--- src/rtl/fp_mac_unit.sv ---
// fp_mac_unit: multi-cycle floating-point multiply / multiply-accumulate.
// Truncating arithmetic, exp==0 operands are zero, exp==all-ones operands are infinity.
module fp_mac_unit #(
  parameter int EXP_W = 5,
  parameter int MAN_W = 10
) (
  input  logic                 clk,
  input  logic                 reset,
  input  logic                 start,
  input  logic                 mode,
  input  logic                 acc_clr,
  input  logic [EXP_W+MAN_W:0] a,
  input  logic [EXP_W+MAN_W:0] b,
  output logic [EXP_W+MAN_W:0] P,
  output logic                 ready,
  output logic                 busy
);
  localparam int W   = 1 + EXP_W + MAN_W;
  localparam int MW1 = MAN_W + 1;
  localparam int EW2 = EXP_W + 2;
  localparam int PW  = 2 * MW1;
  localparam logic signed [EW2-1:0] BIAS_S = EW2'((1 << (EXP_W - 1)) - 1);
  localparam logic signed [EW2-1:0] EMAX_S = EW2'((1 << EXP_W) - 1);
  localparam logic signed [EW2-1:0] ONE_S  = EW2'(1);

  typedef enum logic [2:0] {
    S_IDLE  = 3'd0,
    S_MUL   = 3'd1,
    S_NORM  = 3'd2,
    S_ALIGN = 3'd3,
    S_ADD   = 3'd4,
    S_RNORM = 3'd5,
    S_DONE  = 3'd6
  } state_t;

  // Pack sign/exponent/mantissa, saturating to infinity or flushing to zero.
  function automatic logic [W-1:0] pack_fp(input logic s, input logic signed [EW2-1:0] e,
                                           input logic [MW1-1:0] m);
    logic [W-1:0] r;
    if (e >= EMAX_S)   r = {s, {EXP_W{1'b1}}, {MAN_W{1'b0}}};
    else if (e < ONE_S) r = {s, {(W-1){1'b0}}};
    else               r = {s, e[EXP_W-1:0], m[MAN_W-1:0]};
    return r;
  endfunction

  // Leading-zero count of a hidden-bit-wide mantissa.
  function automatic int lzc(input logic [MW1-1:0] v);
    int   n;
    logic found;
    n = 0;
    found = 1'b0;
    for (int i = MW1 - 1; i >= 0; i--) begin
      if (!found && v[i]) found = 1'b1;
      else if (!found)    n = n + 1;
    end
    return n;
  endfunction

  state_t                 state_q;
  logic                   mode_q, clr_q;
  logic [W-1:0]           a_q, b_q, prod_q, acc_q, p_q;
  logic                   psign_q, pzero_q, pinf_q;
  logic signed [EW2-1:0]  pexp_q, rexp_q;
  logic [PW-1:0]          pman_q;
  logic                   x_sign_q, y_sign_q, rinf_q, rinf_sign_q, ssign_q;
  logic [MW1-1:0]         x_man_q, y_man_q;
  logic [MW1:0]           sum_q;
  logic                   ready_q, busy_q;

  logic                   mul_sign, mul_zero, mul_inf;
  logic signed [EW2-1:0]  mul_exp, nrm_exp, rn_exp;
  logic [PW-1:0]          mul_man;
  logic [MW1-1:0]         nrm_man, rn_man;
  logic [W-1:0]           nrm_word, rn_word, addend;
  logic [EXP_W-1:0]       pe, qe, big_exp, diff;
  logic [MW1-1:0]         pm, qm, big_man, sml_man, sml_shift;
  logic                   big_sign, sml_sign, p_inf, q_inf, aln_inf, aln_inf_sign;
  logic [MW1:0]           add_sum;
  logic                   add_sign;
  int                     lz;

  // MUL stage: sign, biased exponent sum and full mantissa product.
  always_comb begin
    mul_sign = a_q[W-1] ^ b_q[W-1];
    mul_exp  = EW2'(a_q[W-2:MAN_W]) + EW2'(b_q[W-2:MAN_W]) - BIAS_S;
    mul_man  = PW'({1'b1, a_q[MAN_W-1:0]}) * PW'({1'b1, b_q[MAN_W-1:0]});
    mul_zero = (a_q[W-2:MAN_W] == '0) || (b_q[W-2:MAN_W] == '0);
    mul_inf  = (a_q[W-2:MAN_W] == '1) || (b_q[W-2:MAN_W] == '1);
  end

  // NORM stage: one-bit normalise, truncate, apply special cases.
  always_comb begin
    if (pman_q[PW-1]) begin
      nrm_man = pman_q[PW-1 -: MW1];
      nrm_exp = pexp_q + ONE_S;
    end else begin
      nrm_man = pman_q[PW-2 -: MW1];
      nrm_exp = pexp_q;
    end
    if (pzero_q)     nrm_word = {psign_q, {(W-1){1'b0}}};
    else if (pinf_q) nrm_word = {psign_q, {EXP_W{1'b1}}, {MAN_W{1'b0}}};
    else             nrm_word = pack_fp(psign_q, nrm_exp, nrm_man);
  end

  // ALIGN stage: order by exponent and shift the smaller operand right.
  always_comb begin
    addend = clr_q ? '0 : acc_q;
    pe     = prod_q[W-2:MAN_W];
    qe     = addend[W-2:MAN_W];
    pm     = (pe == '0) ? '0 : {1'b1, prod_q[MAN_W-1:0]};
    qm     = (qe == '0) ? '0 : {1'b1, addend[MAN_W-1:0]};
    if (pe >= qe) begin
      big_sign = prod_q[W-1]; big_man = pm; big_exp = pe;
      sml_sign = addend[W-1]; sml_man = qm; diff = pe - qe;
    end else begin
      big_sign = addend[W-1]; big_man = qm; big_exp = qe;
      sml_sign = prod_q[W-1]; sml_man = pm; diff = qe - pe;
    end
    if (int'(diff) >= MAN_W + 2) sml_shift = '0;
    else                         sml_shift = sml_man >> diff;
    p_inf = (pe == '1);
    q_inf = (qe == '1);
    aln_inf = p_inf | q_inf;
    // Opposite infinities resolve to +inf.
    if (p_inf && q_inf) aln_inf_sign = prod_q[W-1] & addend[W-1];
    else if (p_inf)     aln_inf_sign = prod_q[W-1];
    else                aln_inf_sign = addend[W-1];
  end

  // ADD stage: signed-magnitude add, larger magnitude sets the sign.
  always_comb begin
    if (x_sign_q == y_sign_q) begin
      add_sum  = {1'b0, x_man_q} + {1'b0, y_man_q};
      add_sign = x_sign_q;
    end else if (x_man_q >= y_man_q) begin
      add_sum  = {1'b0, x_man_q - y_man_q};
      add_sign = x_sign_q;
    end else begin
      add_sum  = {1'b0, y_man_q - x_man_q};
      add_sign = y_sign_q;
    end
  end

  // RNORM stage: renormalise the sum and handle infinity / exact zero.
  always_comb begin
    lz     = lzc(sum_q[MAN_W:0]);
    rn_man = sum_q[MAN_W:0];
    rn_exp = rexp_q;
    if (rinf_q) begin
      rn_word = {rinf_sign_q, {EXP_W{1'b1}}, {MAN_W{1'b0}}};
    end else if (sum_q == '0) begin
      rn_word = '0;
    end else if (sum_q[MW1]) begin
      rn_man  = sum_q[MW1:1];
      rn_exp  = rexp_q + ONE_S;
      rn_word = pack_fp(ssign_q, rn_exp, rn_man);
    end else begin
      rn_man  = sum_q[MAN_W:0] << lz;
      rn_exp  = rexp_q - EW2'(lz);
      rn_word = pack_fp(ssign_q, rn_exp, rn_man);
    end
  end

  // Control FSM with stage registers, accumulator and registered outputs.
  always_ff @(posedge clk) begin
    if (reset) begin
      state_q <= S_IDLE;
      mode_q <= 1'b0; clr_q <= 1'b0;
      a_q <= '0; b_q <= '0; prod_q <= '0; acc_q <= '0; p_q <= '0;
      psign_q <= 1'b0; pzero_q <= 1'b0; pinf_q <= 1'b0;
      pexp_q <= '0; pman_q <= '0; rexp_q <= '0;
      x_sign_q <= 1'b0; y_sign_q <= 1'b0; x_man_q <= '0; y_man_q <= '0;
      rinf_q <= 1'b0; rinf_sign_q <= 1'b0; sum_q <= '0; ssign_q <= 1'b0;
      ready_q <= 1'b0; busy_q <= 1'b0;
    end else begin
      case (state_q)
        S_IDLE: begin
          ready_q <= 1'b0;
          if (start) begin
            a_q <= a; b_q <= b; mode_q <= mode; clr_q <= acc_clr;
            busy_q <= 1'b1;
            state_q <= S_MUL;
          end else if (acc_clr) begin
            acc_q <= '0;
          end
        end
        S_MUL: begin
          psign_q <= mul_sign; pexp_q <= mul_exp; pman_q <= mul_man;
          pzero_q <= mul_zero; pinf_q <= mul_inf;
          state_q <= S_NORM;
        end
        S_NORM: begin
          prod_q <= nrm_word;
          if (mode_q) begin
            state_q <= S_ALIGN;
          end else begin
            p_q <= nrm_word;
            ready_q <= 1'b1;
            state_q <= S_DONE;
          end
        end
        S_ALIGN: begin
          x_sign_q <= big_sign; x_man_q <= big_man;
          y_sign_q <= sml_sign; y_man_q <= sml_shift;
          rexp_q <= EW2'(big_exp);
          rinf_q <= aln_inf; rinf_sign_q <= aln_inf_sign;
          state_q <= S_ADD;
        end
        S_ADD: begin
          sum_q <= add_sum; ssign_q <= add_sign;
          state_q <= S_RNORM;
        end
        S_RNORM: begin
          p_q <= rn_word;
          ready_q <= 1'b1;
          state_q <= S_DONE;
        end
        S_DONE: begin
          if (mode_q) acc_q <= p_q;
          ready_q <= 1'b0;
          busy_q <= 1'b0;
          state_q <= S_IDLE;
        end
        default: begin
          ready_q <= 1'b0;
          busy_q <= 1'b0;
          state_q <= S_IDLE;
        end
      endcase
    end
  end

  assign P     = p_q;
  assign ready = ready_q;
  assign busy  = busy_q;
endmodule

--- config.mk ---
export PLATFORM = sky130hd
export DESIGN_NAME = fp_mac_unit
export DESIGN_NICKNAME = d
export VERILOG_FILES = /design/src/rtl/fp_mac_unit.sv
export SDC_FILE = /design/constraint.sdc
export NUM_CORES = 1
export LEC_CHECK = 0
export BUFFER_PORTS_ARGS = -buffer_cell sky130_fd_sc_hd__buf_2
export CAP_MARGIN = 40
export CORE_MARGIN = 3
export CORE_UTILIZATION = 51
export CTS_CLUSTER_DIAMETER = 50
export CTS_CLUSTER_SIZE = 16
export DETAILED_ROUTE_END_ITERATION = 7
export GPL_ROUTABILITY_DRIVEN = 0
export PLACE_DENSITY = 0.67
export SLEW_MARGIN = 30
export SYNTH_ARGS = -nofsm -noshare
export SYNTH_HDL_FRONTEND = slang
export SYNTH_SLANG_ARGS = --single-unit
--- constraint.sdc ---
create_clock -name clk -period 8.1 [get_ports clk]
set_input_delay 0.405 -clock clk [delete_from_list [all_inputs] [get_ports clk]]
set_output_delay 0.405 -clock clk [all_outputs]
set_load 0.005 [all_outputs]
==> results of run 1 <==
cell families (layout without fill, tap and decap cells):
| group | count (synthesis) | count (layout) |
|---|---|---|
| compound gates | 405 | 405 |
| xor+xnor | 49 | 49 |
| fa+ha+maj | 209 | 209 |
| buf+inv | 250 | 286 |
| flops | 153 | 153 |
| mux | 76 | 76 |
| simple gates | 635 | 635 |
worst max path at each step:
stage	startpoint	end	slack, ns	cells after the start
final	sum_q[9]$_SDFFE_PP0P_	P[0]$_SDFFE_PP0P_	0.01	38
after global routing	sum_q[9]$_SDFFE_PP0P_	P[0]$_SDFFE_PP0P_	-0.28	38
after global placement	sum_q[10]$_SDFFE_PP0P_	P[1]$_SDFFE_PP0P_	0.09	37
after floorplan	sum_q[10]$_SDFFE_PP0P_	P[0]$_SDFFE_PP0P_	0.02	39
after detailed placement	sum_q[9]$_SDFFE_PP0P_	P[0]$_SDFFE_PP0P_	-0.18	38
after CTS	sum_q[9]$_SDFFE_PP0P_	P[0]$_SDFFE_PP0P_	0.008	38
layout make-up:
cell class              instances  area, um2
fillers                      2493      11400
multi-input cells            1374      10400
flip-flops and latches        153       3070
repair buffers                101        632
inverters                     153        574
well taps                     372        465
clock buffers                  21        460
clock inverters                11        109
worst reg2reg max path: cells and delay by family, from the launching register on:
family          cells  cell delay [ns]
simple gates       10             1.69
buf+inv             2             0.17
flops               1             0.36
xor+xnor            2             0.26
mux                 2             0.48
compound gates     14             2.81
fa+ha+maj           8             2.23
power by group through the flow:
stage	combinational [mW]	sequential, mW	clock (mW)
finish	0.984	0.875	0.790
global route	1.09	0.883	0.831
CTS	0.887	0.873	0.800
detailed placement	0.858	0.889	0
global placement	0.838	0.887	0
floorplan	0.680	0.844	0
placed cells by master, fill, tap and decap left out, types with 9 or more instances in the layout:
| cell | count |
|---|---|
| xor2_1 | 14 |
| nand2_1 | 276 |
| clkbuf_16 | 17 |
| and2_1 | 65 |
| nor4_1 | 15 |
| nand3_1 | 37 |
| nor2b_1 | 24 |
| a21oi_1 | 156 |
| o21bai_1 | 15 |
| nor2_1 | 116 |
| nor3_1 | 25 |
| a21o_1 | 30 |
| inv_1 | 150 |
| o211ai_1 | 9 |
| mux2i_1 | 59 |
| ha_1 | 117 |
| a211oi_1 | 31 |
| fa_1 | 86 |
| buf_2 | 53 |
| mux2_2 | 15 |
| a311oi_1 | 17 |
| nand4_1 | 13 |
| xnor2_1 | 31 |
| dfxtp_1 | 151 |
| buf_4 | 43 |
| nand2b_1 | 11 |
| o21ai_0 | 57 |
through the flow:
stage,util,total power [mW],std cells,hold WS (ns)
3_5_place_dp,0.543,1.75,2133,0.450
4_1_cts,0.567,2.56,2170,0.194
2_1_floorplan,-,1.52,1777,0.429
3_3_place_gp,0.542,1.73,2129,0.444
6_report,0.578,2.65,2185,0.204
5_1_grt,0.578,2.80,2185,0.204
state kept, by name (all words and copies together) (netlist names), 3 cells and up:
register and cells:
P 16, a_q 16, acc_q 16, b_q 16
prod_q 16, pman_q 12, sum_q 12, x_man_q 11
y_man_q 11, pexp_q 7, rexp_q 5, state_q 3
metal layers:
metal,part of all wire,up-vias,GRT usage
met5,0,-,0
met4,0.017,0,0.0524
met3,0.045,55,0.0295
met2,0.47,351,0.424
met1,0.47,6200,0.368
li1,-,6123,-
timing repair:
action                                  CTS  global route
hold endpoints to repair                  0             0
pin swaps                                 9            30
endpoints found under the setup margin    4            11
buffers inserted                          5            13
gates resized for setup                   9            30
==> impl_metrics.env, run 1 <==
export IMPL_min_to="a_q[15]$_SDFFE_PP0P_"
export IMPL_cts_tree="done"
export IMPL_synth_area_leader_cell="dfxtp_1"
export IMPL_synth_net_count=2022
export IMPL_dp_hpwl_mm=28.7
export IMPL_p_leak_nw=6.87
export IMPL_fin_ws_ns=0.00983
export IMPL_setup_worst_path_class="reg -> reg"
export IMPL_skew_ns=0.00992
export IMPL_postLayoutCellArea_um2=15700
export IMPL_first_iter_violations=1076
export IMPL_vias=12700
export IMPL_core_area_um2=27100
export IMPL_drt_pass1_iter_count=5
export IMPL_synth_edf_count=0
export IMPL_yosys_top_cells_area="dfxtp_1, fa_1, ha_1"
export IMPL_path_buf_inv=2
export IMPL_power_density_nw_per_um2=169
export IMPL_fp_dieW_um=172
export IMPL_via_per_inst=5.83
export IMPL_synth_top_family_by_area="adder cells"
export IMPL_p_int_mw=1.66
export IMPL_crit_fanout=4
export IMPL_irDropWorstVdd_uv=156
export IMPL_worst_slew_pin_slew_ns=0.871
export IMPL_hp_class="in -> reg"
export IMPL_rrSetupSlack_ns=0.01
export IMPL_grt_use_total=0.258
export IMPL_rsz0062_at_grt="true"
export IMPL_finalHoldViolations=0
export IMPL_dieArea_um2=29700
export IMPL_clock_sinks=153
export IMPL_preCtsSetupSlack_ns=-0.180
export IMPL_p_seq_frac=0.330
export IMPL_grt_ovfl_total=0
export IMPL_synth_area_um2=14100
export IMPL_antenna_found_initial=0
export IMPL_clk_path_buf_depth=2
export IMPL_yosysMostFrequentCell="nand2_1"
export IMPL_relSlewSlack=0.419
export IMPL_ctsRootBufferMaster="clkbuf_16"
export IMPL_ant_nets=0
export IMPL_synth_cell_types=82
export IMPL_routed_wl_mm=38.1
export IMPL_max_cap_violations=0
export IMPL_start_kind="flip-flop"
export IMPL_drive_gt1_frac=0.111
export IMPL_hold_buffers=0
export IMPL_synth_xor_area_frac=0.0314
export IMPL_synthSimpleGateAreaFrac=0.212
export IMPL_cp_slowest_stage_delay_ns=0.52
export IMPL_pwr_share_clk=0.298
export IMPL_p_sw_frac=0.374
export IMPL_synth_adder_area_share=0.231
export IMPL_max_freq_mhz=124
export IMPL_synth_compound_area_share=0.186
export IMPL_crit_top_cell="ha_1"
export IMPL_placed_area_um2=14700
export IMPL_diodes=0
export IMPL_yosysSeqAreaShare=0.217
export IMPL_outcome="complete, no violations"
export IMPL_port_buffer_count=54
export IMPL_ioPinCount=55
export IMPL_synthFlopType="dfxtp_1"
export IMPL_num_rows=60
export IMPL_grt_max_degree=75
export IMPL_whs_path_depth=3
export IMPL_clkLatencyLatePin_ns=0.43
export IMPL_synth_seq_cells=153
export IMPL_end_kind="flip-flop"
export IMPL_die_height_um=172
export IMPL_cp_slowest_cell="or4b_4"
export IMPL_required_ns=8.43
export IMPL_synth_top_cell_area_share=0.217
export IMPL_yosysWarnings=0
export IMPL_min_period_over_period=0.999
export IMPL_pwr_share_comb=0.371
export IMPL_reg2reg_to="P[0]$_SDFFE_PP0P_"
export IMPL_area_growth_syn_to_layout_pct=11.1
export IMPL_hp_start="a[15]"
export IMPL_finalMaxSlewViolations=0
export IMPL_wire_per_inst_um=17.4
export IMPL_netlist_instances=1777
export IMPL_grt_pass1_wl_mm=62.0
export IMPL_synthTopCellsByCount="nand2_1, a21oi_1, dfxtp_1, inv_1, ha_1"
export IMPL_fin_crit_ns=8.09
export IMPL_num_nets_final=2045
export IMPL_synthArstFlopShare=0
export IMPL_synth_mux_area_frac=0.0554
export IMPL_crit_arrival_ns=8.42
export IMPL_power_switching_uw=991
export IMPL_avgSynthCellArea_um2=7.94
export IMPL_initial_utilization=0.520
export IMPL_path_clk_slew_ns=0.07
export IMPL_post_route_drc_count=0
export IMPL_crit_family="compound AO/OA/AOI/OAI gates"
export IMPL_cts_max_level=4
export IMPL_reg2regPathDepth=38
export IMPL_rr_startpoint="sum_q[9]$_SDFFE_PP0P_"
export IMPL_fin_setup_tns_ns=0
export IMPL_cts_buffers_inserted=17
export IMPL_grt_pass1_vias=12200
export IMPL_setup_viol=0
Power figures use the tool's default switching activity.
==> inputs of run 2 (changes only) <==
--- a/config.mk
+++ b/config.mk
@@ -13,6 +13,7 @@
 export CTS_CLUSTER_SIZE = 16
 export DETAILED_ROUTE_END_ITERATION = 7
 export GPL_ROUTABILITY_DRIVEN = 0
+export GPL_TIMING_DRIVEN = 0
 export PLACE_DENSITY = 0.67
 export SLEW_MARGIN = 30
 export SYNTH_ARGS = -nofsm -noshare
==> impl_metrics.env, run 2 (synthesis results as in run 1) <==
export IMPL_vias=13200
export IMPL_totalPowerFinal_mw=2.71
export IMPL_crit_arrival_ns=8.59
export IMPL_start_kind="flip-flop"
export IMPL_drt_pass1_iter_count=6
export IMPL_via_per_inst=5.82
export IMPL_path_clk_slew_ns=0.07
export IMPL_hp_start="a[4]"
export IMPL_clk_path_buf_depth=2
export IMPL_relSlewSlack=0.466
export IMPL_max_freq_mhz=121
export IMPL_ctsRootBufferMaster="clkbuf_16"
export IMPL_failed_checks="setup timing"
export IMPL_grt_pass1_vias=12500
export IMPL_setup_worst_path_class="reg -> reg"
export IMPL_cts_buffers_inserted=17
export IMPL_clkLatencyLatePin_ns=0.44
export IMPL_core_area_um2=27100
export IMPL_grt_max_degree=17
export IMPL_num_rows=60
export IMPL_power_density_nw_per_um2=170
export IMPL_finalMaxSlewViolations=0
export IMPL_p_leak_nw=6.91
export IMPL_skew_ns=0.0154
export IMPL_initial_utilization=0.520
export IMPL_area_growth_syn_to_layout_pct=12.9
export IMPL_rsz0062_at_grt="true"
export IMPL_cp_slowest_stage_delay_ns=0.52
export IMPL_cp_slowest_cell="or4b_4"
export IMPL_die_height_um=172
export IMPL_dp_hpwl_mm=32.2
export IMPL_mostFrequentLayoutCells="nand2_1, a21oi_1, dfxtp_1"
export IMPL_fin_cells=2260
export IMPL_diodes=0
export IMPL_final_common_cell="nand2_1"
export IMPL_hp_class="in -> reg"
export IMPL_fin_crit_ns=8.26
export IMPL_fin_ws_ns=-0.158
export IMPL_crit_fanout=5
export IMPL_dieArea_um2=29700
export IMPL_clock_sinks=153
export IMPL_drive_gt1_frac=0.102
export IMPL_outcome="complete, but fails checks"
export IMPL_grt_ovfl_total=0
export IMPL_wire_per_inst_um=18.2
export IMPL_routed_wl_mm=41.0
export IMPL_min_period_over_period=1.02
export IMPL_num_nets_final=2121
export IMPL_worst_slew_pin_slew_ns=0.793
export IMPL_setup_viol=4
export IMPL_preCtsSetupSlack_ns=-0.892
export IMPL_ioPinCount=55
export IMPL_rr_startpoint="sum_q[9]$_SDFFE_PP0P_"
export IMPL_end_kind="flip-flop"
export IMPL_cts_tree="done"
export IMPL_first_iter_violations=1267
export IMPL_crit_start="sum_q[9]$_SDFFE_PP0P_"
export IMPL_post_route_drc_count=0
export IMPL_post_route_util=0.588
export IMPL_irDropWorstVdd_uv=159
export IMPL_placed_area_um2=14900
export IMPL_ant_nets=0
export IMPL_hold_buffers=0
export IMPL_dp_cells=2203
export IMPL_required_ns=8.43
export IMPL_antenna_found_initial=1
export IMPL_finalHoldViolations=0
export IMPL_grt_pass1_wl_mm=66.7
export IMPL_grt_use_total=0.283
export IMPL_cts_max_level=4
export IMPL_port_buffer_count=53
export IMPL_postLayoutCellArea_um2=15900
export IMPL_crit_top_cell="ha_4"
export IMPL_fp_dieW_um=172
export IMPL_max_cap_violations=0
-- run 2: cell types whose count changed in the layout (fill, tap and decap cells not counted), sizes merged --
cell	before	now
inv	157	159
buf	99	89
clkbuf	22	106
clkinv	5	2
clkdlybuf4s18	1	0
clkinvlp	1	4
-- run 2: worst max-delay path: cells and delay by family, from the launching register on --
kind,cells,cell delay [ns]
buffers and inverters,2,0.22
and+or+nand+nor,11,1.91
AOI/OAI and AO/OA,13,2.63
muxes,2,0.36
adders and majority gates,8,2.06
xor gates and xnor gates,3,0.60
DFF,1,0.37
-- run 2: worst paths after layout --
check / slack, ns / depth (start not counted) / endpoint
max: -0.16 / 39 / P[0]$_SDFFE_PP0P_
min: 0.20 / 3 / a_q[4]$_SDFFE_PP0P_
max reg2reg: -0.16 / 39 / P[0]$_SDFFE_PP0P_
min reg2reg: 0.46 / 2 / prod_q[7]$_SDFFE_PP0N_
-- run 2: power by group --
part,switching [mW],internal (mW),total [mW]
logic,0.622,0.445,1.07
registers,0.0527,0.796,0.848
clock network,0.357,0.439,0.796
total,1.03,1.68,2.71
-- run 2: what timing repair did --
action,4_1_cts,5_1_grt
resized for setup,22,31
setup buffers,13,13
pin swaps,12,33
endpoints found under the setup margin,14,11
-- run 2: per-stage QoR --
step	hold slack [ns]	setup TNS (ns)
detailed placement	0.454	-6.23
CTS	0.189	0
global placement	0.446	-4.40
finish	0.202	-0.381
floorplan	0.429	0
global route	0.212	-1.74
-- run 2: layout make-up --
type / instances / area (um2)
Timing Repair Buffer: 81 / 478
Buffer: 96 / 383
Inverter: 153 / 581
Multi-Input combinational cell: 1374 / 10400
Sequential cell: 153 / 3070
Tap cell: 372 / 465
Clock buffer: 18 / 439
Clock inverter: 13 / 133
Fill cell: 2498 / 11200
-- run 2: per-layer routing --
metal | track usage | part of all wire | vias up
li1 | - | - | 6284
met1 | 0.418 | 0.46 | 6337
met2 | 0.438 | 0.45 | 472
met3 | 0.0407 | 0.072 | 59
met4 | 0.0673 | 0.019 | 0
met5 | 0 | 0 | -
